### config.mk
export PLATFORM = sky130hd
export DESIGN_NAME = counter_seq_ctrl
export DESIGN_NICKNAME = d
export VERILOG_FILES = /design/src/rtl/counter_seq_ctrl.sv
export SDC_FILE = /design/constraint.sdc
export NUM_CORES = 1
export LEC_CHECK = 0
export BUFFER_PORTS_ARGS = -buffer_cell sky130_fd_sc_hd__buf_4
export CORE_MARGIN = 10
export CORE_UTILIZATION = 40
export CTS_CLUSTER_SIZE = 10
export DETAILED_ROUTE_END_ITERATION = 7
export MAX_ROUTING_LAYER = met4
export PLACE_DENSITY = 0.58
export SLEW_MARGIN = 20
export SYNTH_ARGS = -nofsm -noshare
export SYNTH_HDL_FRONTEND = slang
export SYNTH_SLANG_ARGS = --single-unit
### constraint.sdc
create_clock -name clk -period 9.1 [get_ports clk]
set_clock_uncertainty 0.1 [all_clocks]
set_input_delay 1.82 -clock clk [delete_from_list [all_inputs] [get_ports clk]]
set_output_delay 1.82 -clock clk [all_outputs]
set_load 0.02 [all_outputs]
### src/rtl/counter_seq_ctrl.sv
// rtl/counter_seq_ctrl.sv - command-driven sequencer for a 4-bit counter with programmable prescaler
module counter_seq_ctrl #(
   parameter int unsigned PRESCALE_W = 24,
   parameter logic [3:0]  LIMIT_RST  = 4'd15
) (
   input  logic                  clk,
   input  logic                  reset,
   input  logic                  cmd_valid,
   output logic                  cmd_ready,
   input  logic [2:0]            cmd_op,
   input  logic [3:0]            cmd_data,
   input  logic [PRESCALE_W-1:0] div_value,
   output logic [3:0]            count,
   output logic                  tick,
   output logic                  wrap,
   output logic                  done,
   output logic                  busy
);

   typedef enum logic [1:0] {
      ST_IDLE = 2'd0,
      ST_RUN  = 2'd1,
      ST_DONE = 2'd2
   } state_e;

   localparam logic [2:0] OP_NOP0      = 3'b000;
   localparam logic [2:0] OP_START     = 3'b001;
   localparam logic [2:0] OP_STOP      = 3'b010;
   localparam logic [2:0] OP_CLEAR     = 3'b011;
   localparam logic [2:0] OP_LOAD      = 3'b100;
   localparam logic [2:0] OP_SET_LIMIT = 3'b101;
   localparam logic [2:0] OP_SET_MODE  = 3'b110;
   localparam logic [2:0] OP_NOP7      = 3'b111;

   localparam logic [PRESCALE_W-1:0] PRESC_ZERO = '0;
   localparam logic [PRESCALE_W-1:0] PRESC_ONE  = {{(PRESCALE_W-1){1'b0}}, 1'b1};

   // Architectural state
   state_e                  state_q, state_d;
   logic [3:0]              count_q, count_d;
   logic [3:0]              limit_q, limit_d;
   logic                    dir_q, dir_d;          // 0 up, 1 down
   logic                    oneshot_q, oneshot_d;
   logic [PRESCALE_W-1:0]   div_q, div_d;
   logic [PRESCALE_W-1:0]   presc_q, presc_d;

   // Registered outputs
   logic                    cmd_ready_q, cmd_ready_d;
   logic                    tick_q, tick_d;
   logic                    wrap_q, wrap_d;
   logic                    done_q, done_d;
   logic                    busy_q, busy_d;

   // Decoded conditions
   logic                    accept;
   logic                    expire;
   logic                    terminal;
   logic [3:0]              step_count;
   logic [PRESCALE_W-1:0]   div_sel;

   assign cmd_ready = cmd_ready_q;
   assign count     = count_q;
   assign tick      = tick_q;
   assign wrap      = wrap_q;
   assign done      = done_q;
   assign busy      = busy_q;

   // Handshake and prescaler expiry decode; a zero divisor is treated as 1
   always_comb begin
      accept  = cmd_valid & cmd_ready_q;
      expire  = (state_q == ST_RUN) && (presc_q == (div_q - PRESC_ONE));
      div_sel = (div_value == PRESC_ZERO) ? PRESC_ONE : div_value;
   end

   // Candidate next count for a tick; terminal flags the wrap/done boundary
   always_comb begin
      terminal   = dir_q ? (count_q == 4'd0) : (count_q == limit_q);
      step_count = count_q;
      if (dir_q) begin
         step_count = terminal ? limit_q : (count_q - 4'd1);
      end else begin
         // Above-limit values roll 15->0 naturally without a wrap event
         step_count = terminal ? 4'd0 : (count_q + 4'd1);
      end
   end

   // Next-state logic: an accepted command takes priority over a tick
   always_comb begin
      state_d     = state_q;
      count_d     = count_q;
      limit_d     = limit_q;
      dir_d       = dir_q;
      oneshot_d   = oneshot_q;
      div_d       = div_q;
      presc_d     = PRESC_ZERO;
      tick_d      = 1'b0;
      wrap_d      = 1'b0;
      done_d      = 1'b0;
      cmd_ready_d = ~accept;

      if (state_q == ST_RUN) begin
         presc_d = expire ? PRESC_ZERO : (presc_q + PRESC_ONE);
      end

      if (accept) begin
         unique case (cmd_op)
            OP_START: begin
               state_d = ST_RUN;
               div_d   = div_sel;
               presc_d = PRESC_ZERO;
            end
            OP_STOP: begin
               if (state_q == ST_RUN) begin
                  state_d = ST_IDLE;
                  presc_d = PRESC_ZERO;
               end
            end
            OP_CLEAR: begin
               count_d = 4'd0;
               presc_d = PRESC_ZERO;
               if (state_q == ST_DONE) begin
                  state_d = ST_IDLE;
               end
            end
            OP_LOAD: begin
               count_d = cmd_data;
               presc_d = PRESC_ZERO;
               if (state_q == ST_DONE) begin
                  state_d = ST_IDLE;
               end
            end
            OP_SET_LIMIT: begin
               limit_d = cmd_data;
            end
            OP_SET_MODE: begin
               // Mode changes mid-run would corrupt the terminal test; ignore them
               if (state_q != ST_RUN) begin
                  dir_d     = cmd_data[0];
                  oneshot_d = cmd_data[1];
               end
            end
            OP_NOP0, OP_NOP7: begin
               state_d = state_q;
            end
            default: begin
               state_d = state_q;
            end
         endcase
      end else if (expire) begin
         tick_d = 1'b1;
         if (terminal && oneshot_q) begin
            done_d  = 1'b1;
            state_d = ST_DONE;
         end else begin
            count_d = step_count;
            wrap_d  = terminal;
         end
      end

      busy_d = (state_d == ST_RUN);
   end

   // FSM state register
   always_ff @(posedge clk or negedge reset) begin
      if (!reset) begin
         state_q <= ST_IDLE;
      end else begin
         state_q <= state_d;
      end
   end

   // Counter, limit, mode and prescaler registers
   always_ff @(posedge clk or negedge reset) begin
      if (!reset) begin
         count_q   <= 4'd0;
         limit_q   <= LIMIT_RST;
         dir_q     <= 1'b0;
         oneshot_q <= 1'b0;
         div_q     <= PRESC_ONE;
         presc_q   <= PRESC_ZERO;
      end else begin
         count_q   <= count_d;
         limit_q   <= limit_d;
         dir_q     <= dir_d;
         oneshot_q <= oneshot_d;
         div_q     <= div_d;
         presc_q   <= presc_d;
      end
   end

   // Output pulse and status registers
   always_ff @(posedge clk or negedge reset) begin
      if (!reset) begin
         cmd_ready_q <= 1'b1;
         tick_q      <= 1'b0;
         wrap_q      <= 1'b0;
         done_q      <= 1'b0;
         busy_q      <= 1'b0;
      end else begin
         cmd_ready_q <= cmd_ready_d;
         tick_q      <= tick_d;
         wrap_q      <= wrap_d;
         done_q      <= done_d;
         busy_q      <= busy_d;
      end
   end

endmodule

# After elaboration in Yosys (flattened, before gate mapping)

Index checks and enable logic that the tools add are counted.
Widths: inputs -> output; s select.

Latch bits: 0
Output and inout bits: 9
Register bits: 65
Bits of input ports: 34
Memory bits (writable): 0
Memories kept: 0
Bits in read-only memories: 0
Word-level logic and storage cells: 71

Reductions and logical operators: 11
Muxes and demuxes: 28
Add/sub/neg operators: 4
Bitwise operators: 2
Shift-type cells: 0
Div/mod/pow operators: 0
Equal/unequal tests: 14
$lt $le $gt $ge: 0
Multiply operators: 0

Operators with widths:

| operator              | count |
|---|---|
| $mux 24               | 5 |
| $pmux 24 s2           | 1 |
| $add 24x1->24 const B | 1 |
| $eq 24x24->1          | 1 |
| $logic_not 24->1      | 1 |
| $mux 4                | 6 |
| $sub 24x1->24 const B | 1 |
| $mux 2                | 5 |
| $eq 3x3->1 const B    | 3 |
| $mux 1                | 9 |
| $pmux 4 s2            | 1 |
| $eq 3x2->1 const B    | 2 |
| $pmux 2 s3            | 1 |
| $reduce_and 3->1      | 2 |
| $add 4x1->4 const B   | 1 |
| $eq 2x1->1 const B    | 2 |
| $eq 4x4->1            | 1 |
| $logic_not 4->1       | 1 |
| $reduce_and 2->1      | 2 |
| $sub 4x1->4 const B   | 1 |
| $eq 3x1->1 const B    | 1 |
| $ne 3x1->1 const B    | 1 |
| $reduce_or 3->1       | 1 |
| $eq 2x2->1 const B    | 1 |
| 7 further kinds       | 8 |

# Depth between registers and ports, before layout

Depth in word-level cells: 8
Mapped depth: 11
Gate-level depth less buffers: 11

# Worst setup path after synthesis

No wires, ideal clock.

Kind: input to register
Start: in cmd_op[2]
End: reg div_q[10]
Path buffers: 2
Arrival: 3.123 ns
Slack: 5.752 ns
Setup time: 0.125 ns
Stages: 6
Required time: 8.875 ns
Cells stage by stage: clkbuf_1 nand2b_1 nor2_1 nand2_1 clkbuf_1 mux2_2

Cells in the longest elaborated chain, start to end: 2

Ends and longest elaborated chain:

| item                       | line | text |
|---|---|---|
| from (decl)                | 10   | `input logic [2:0] cmd_op,` |
| $eq 3x1->1                 | 106  | `unique case (cmd_op)` |
| $reduce_and 2->1 (no line) | n/a  |  |
| to (signal assigned)       | 186  | `div_q <= div_d;` |
| to (decl)                  | 44   | `logic [PRESCALE_W-1:0] div_q, div_d;` |

Every way passes these cells.
A chain may end at the register's enable or synchronous reset.

# Worst setup path after layout

Start: reg div_q[1]
End: reg presc_q[8]

Cells in the longest elaborated chain, start to end: 8

Ends and longest elaborated chain:

| item                  | line | text |
|---|---|---|
| $sub 24x1->24 (*)     | 71   | `expire = (state_q == ST_RUN) && (presc_q == (div_q - PRESC_ONE));` |
| $eq 24x24->1 (*)      | 71   |  |
| $logic_and 1x1->1 (*) | 71   |  |
| $mux 24 (*)           | 102  | `presc_d = expire ? PRESC_ZERO : (presc_q + PRESC_ONE);` |
| $mux 24 (*)           | 101  | `if (state_q == ST_RUN) begin` |
| $mux 24               | 113  | `if (state_q == ST_RUN) begin` |
| $pmux 24 s2           | 106  |  |
| $mux 24 (*)           | 105  | `if (accept) begin` |
| named net presc_d[8]  | 45   | `logic [PRESCALE_W-1:0] presc_q, presc_d;` |
| to (signal assigned)  | 187  | `presc_q <= presc_d;` |
| to (decl)             | 45   |  |

The timed path passes the listed nets; every way through them passes the cells marked *.

==> impl_metrics.csv <==
group,metric,value,unit
status,outcome,"finished, final reports clean",
synth,synth_area,4194,sq um
synth,yosys.cell_count.top_type,"dfrtp_1",
route,first_pass_iters,4,
die,fp-row-count,37,
route,drc,0,
global_routing,grt_pass1_vias,3436,
power_and_ir_drop,power_density,193.5,nW/um^2
die,start_util,0.4081,
timing,min_period,3.692,ns
synth,ys_seq_elements,65,
final_layout,area_growth,12.95,%
synth,ys_warn_count,0,
power_and_ir_drop,switching_share,0.3772,
placed_design,port_buffers,42,
synth,yosys.cell_types.count,65,
flow_run,max_cap_viol_count,0,
route,wire_per_inst,17.08,um
power_and_ir_drop,power.internal,0.0005710,W
power_and_ir_drop,leakage,1.922,nW
power_and_ir_drop,pwr-share-seq,0.453,
global_routing,grt_pass1_wl,17310,um
synth,synth_common_cells,"59 x dfrtp_1, 41 x nor2_1, 28 x mux2_2, 28 x xnor2_1, 28 x xor2_1",
route,drt_iter0_markers,200,
global_routing,grt_use_total,0.1475,
power_and_ir_drop,clkPwrFrac,0.230,
synth,ys.flop_type,"dfrtp_1",
clock_network,cts.sinks,65,
timing,setup_tns,0,ns
power_and_ir_drop,p_sw,0.0003458,W
synth,syn-num-nets,481,
timing,setup_viol,0,
synth,synth_edf_count,0,
route,ant_nets,0,
setup_path,worstPathArrival,3.81,ns
global_routing,antenna_found_initial,0,
setup_path,crit_fanout,24,
final_layout,diodes,0,
synth,yosysSeqAreaShare,0.3896,
setup_path,cp-start-kind,"flop",
die,coreArea,10280,sq um
placed_design,dp_hpwl,7792,um
clock_network,root_buffer,"clkbuf_8",
final_layout,post-route-util,0.4609,
timing,fin_crit_sh,0.4057,
synth,synthArstFlopShare,1.000,
clock_network,cts-resized-gates,0,
timing,relSlewSlack,0.4446,
power_and_ir_drop,irDropWorstVdd,0.00008143,V
synth,synth_top_area_frac,0.3520,
clock_network,post_cts_buffers,0,
die,chipHeight,122.4,um
global_routing,grt_max_degree,66,
clock_network,cts_max_level,3,
clock_network,cts_buffers,9,
timing,hold_violations,0,
clock_network,clk_pin_slew,0.07,ns
clock_network,clock_path_buffers,2,
die,dieArea,14980,sq um
synth,netlist_instances,443,
setup_path,cp.required,9.22,ns
route,wirelength,10540,um
die,die-width,122.4,um
synth,avgSynthCellArea,9.467,sq um
timing,final_max_slew_viol_count,0,
route,vias_per_cell,5.499,
clock_network,holdBufCountCts,0,
timing,fmax,270.9,MHz
clock_network,cts_tree,"built",
timing,rsz0062_at_grt,"no",
power_and_ir_drop,comb_power_share,0.317,
global_routing,grt_overflow,0,
synth,synth_area_leaders,"dfrtp_1 35%, mux2_2 7.5%, xnor2_1 5.8%, xor2_1 5.8%, dfstp_2 3.8%",
timing,worst_pin_slew,0.8121,ns
synth,synth_largest_area_cell,"dfrtp_1",
final_layout,drive_gt1_frac,0.2266,
die,num_io_pins,43,
clock_network,clkLatencyLatePin,0.35,ns
hold_path,worstHoldPathType,"reg2reg",
placed_design,routabilityCongestion,0.8784,
final_layout,nets,514,
setup_path,end_kind,"flop",
setup_path,critical_path_class,"reg2reg",
route,num_vias,3393,
metrics by stage:
stage	cells	cell area (sq um)	hold slack [ns]	power (W)	worst slack, ns
global placement	601	4577	0.3957	0.0007040	5.328
floorplan	443	4194	0.3652	0.0006196	5.752
CTS	617	4735	0.4078	0.0009241	5.428
global route	617	4737	0.4419	0.0009807	5.219
detailed placement	601	4577	0.3943	0.0007097	5.304
finish	617	4737	0.4039	0.0009168	5.408
worst paths after layout:
path	cells past startpoint	startpoint	to	slack, ns
setup reg to reg	10	div_q[1]	presc_q[8]	5.41
hold reg to reg	2	state_q[1]	state_q[1]	0.40
min in group asynchronous	1	reset	presc_q[1]	1.47
setup / recovery	10	div_q[1]	presc_q[8]	5.41
hold / removal	2	state_q[1]	state_q[1]	0.40
max in group asynchronous	1	reset	presc_q[18]	6.88
cells in the final DEF, fill, tap and decap left out, types with 4 or more instances in the layout:
cell type / Yosys / routed
dfrtp_1: 59 / 59
buf_4: 0 / 42
nor2_1: 41 / 41
xor2_1: 28 / 28
xnor2_1: 28 / 28
mux2_2: 28 / 28
nand2_1: 26 / 25
nor3_1: 18 / 18
nand3_1: 18 / 18
nor4_1: 13 / 13
a21oi_1: 12 / 12
o21ai_0: 11 / 11
inv_1: 10 / 10
nor2_2: 10 / 10
nor2b_1: 9 / 9
or4_1: 9 / 9
and3_1: 9 / 9
clkbuf_8: 0 / 9
or3_1: 6 / 6
dfstp_2: 6 / 6
and2_1: 5 / 5
nand2b_1: 4 / 4
nor4b_1: 4 / 4
nand4_1: 4 / 4
a21o_1: 4 / 4
ha_1: 4 / 4
final cells by class:
class,instances,area (sq um)
Sequential cell,65,1634
Clock buffer,12,135.1
Clock inverter,4,22.52
Fill cell,1034,5540
Tap cell,136,170.2
Timing Repair Buffer,42,315.3
Inverter,11,41.29
Multi-Input combinational cell,347,2419
routing by layer:
layer | GRT usage | wire length, um
met1 | 0.1980 | 5130
met2 | 0.2204 | 4953
met3 | 0.02433 | 354
met4 | 0.05155 | 98
met5 | - | 0
kinds of logic after synthesis:
group	count (synthesis)	synth area share
mux	29	0.07757
compound gates	63	0.1071
flops	65	0.3896
simple gates	195	0.2625
fa+ha+maj	4	0.01193
xor+xnor	56	0.1169
buf+inv	31	0.03431
power by group through the flow:
| stage | Sequential [W] | Clock [W] | Combinational [W] |
|---|---|---|---|
| after floorplan | 0.000392 | 0 | 0.000228 |
| after global placement | 0.000417 | 0 | 0.000287 |
| after detailed placement | 0.000419 | 0 | 0.000291 |
| after CTS | 0.000414 | 0.000218 | 0.000292 |
| after global routing | 0.000425 | 0.000232 | 0.000324 |
| final | 0.000415 | 0.000210 | 0.000291 |
worst max-delay path, stage by stage, from the launching register on:
cell and delay, ns:
dfrtp_1 0.42, inv_1 0.08, ha_1 0.31, or3b_4 0.45, or4_4 0.49, a21oi_2 0.18, o2111ai_1 0.11, or4_4 0.56
nor4_4 0.38, a211o_4 0.39, nor2_1 0.10
registers in the layout (all words and copies together) (netlist names):
signal and count:
dir_q 1, state_q 2, done 1, busy 1, div_q 24, presc_q 24
count 4, limit_q 4, tick 1, oneshot_q 1, cmd_ready 1, wrap 1
Power figures use the tool's default switching activity.
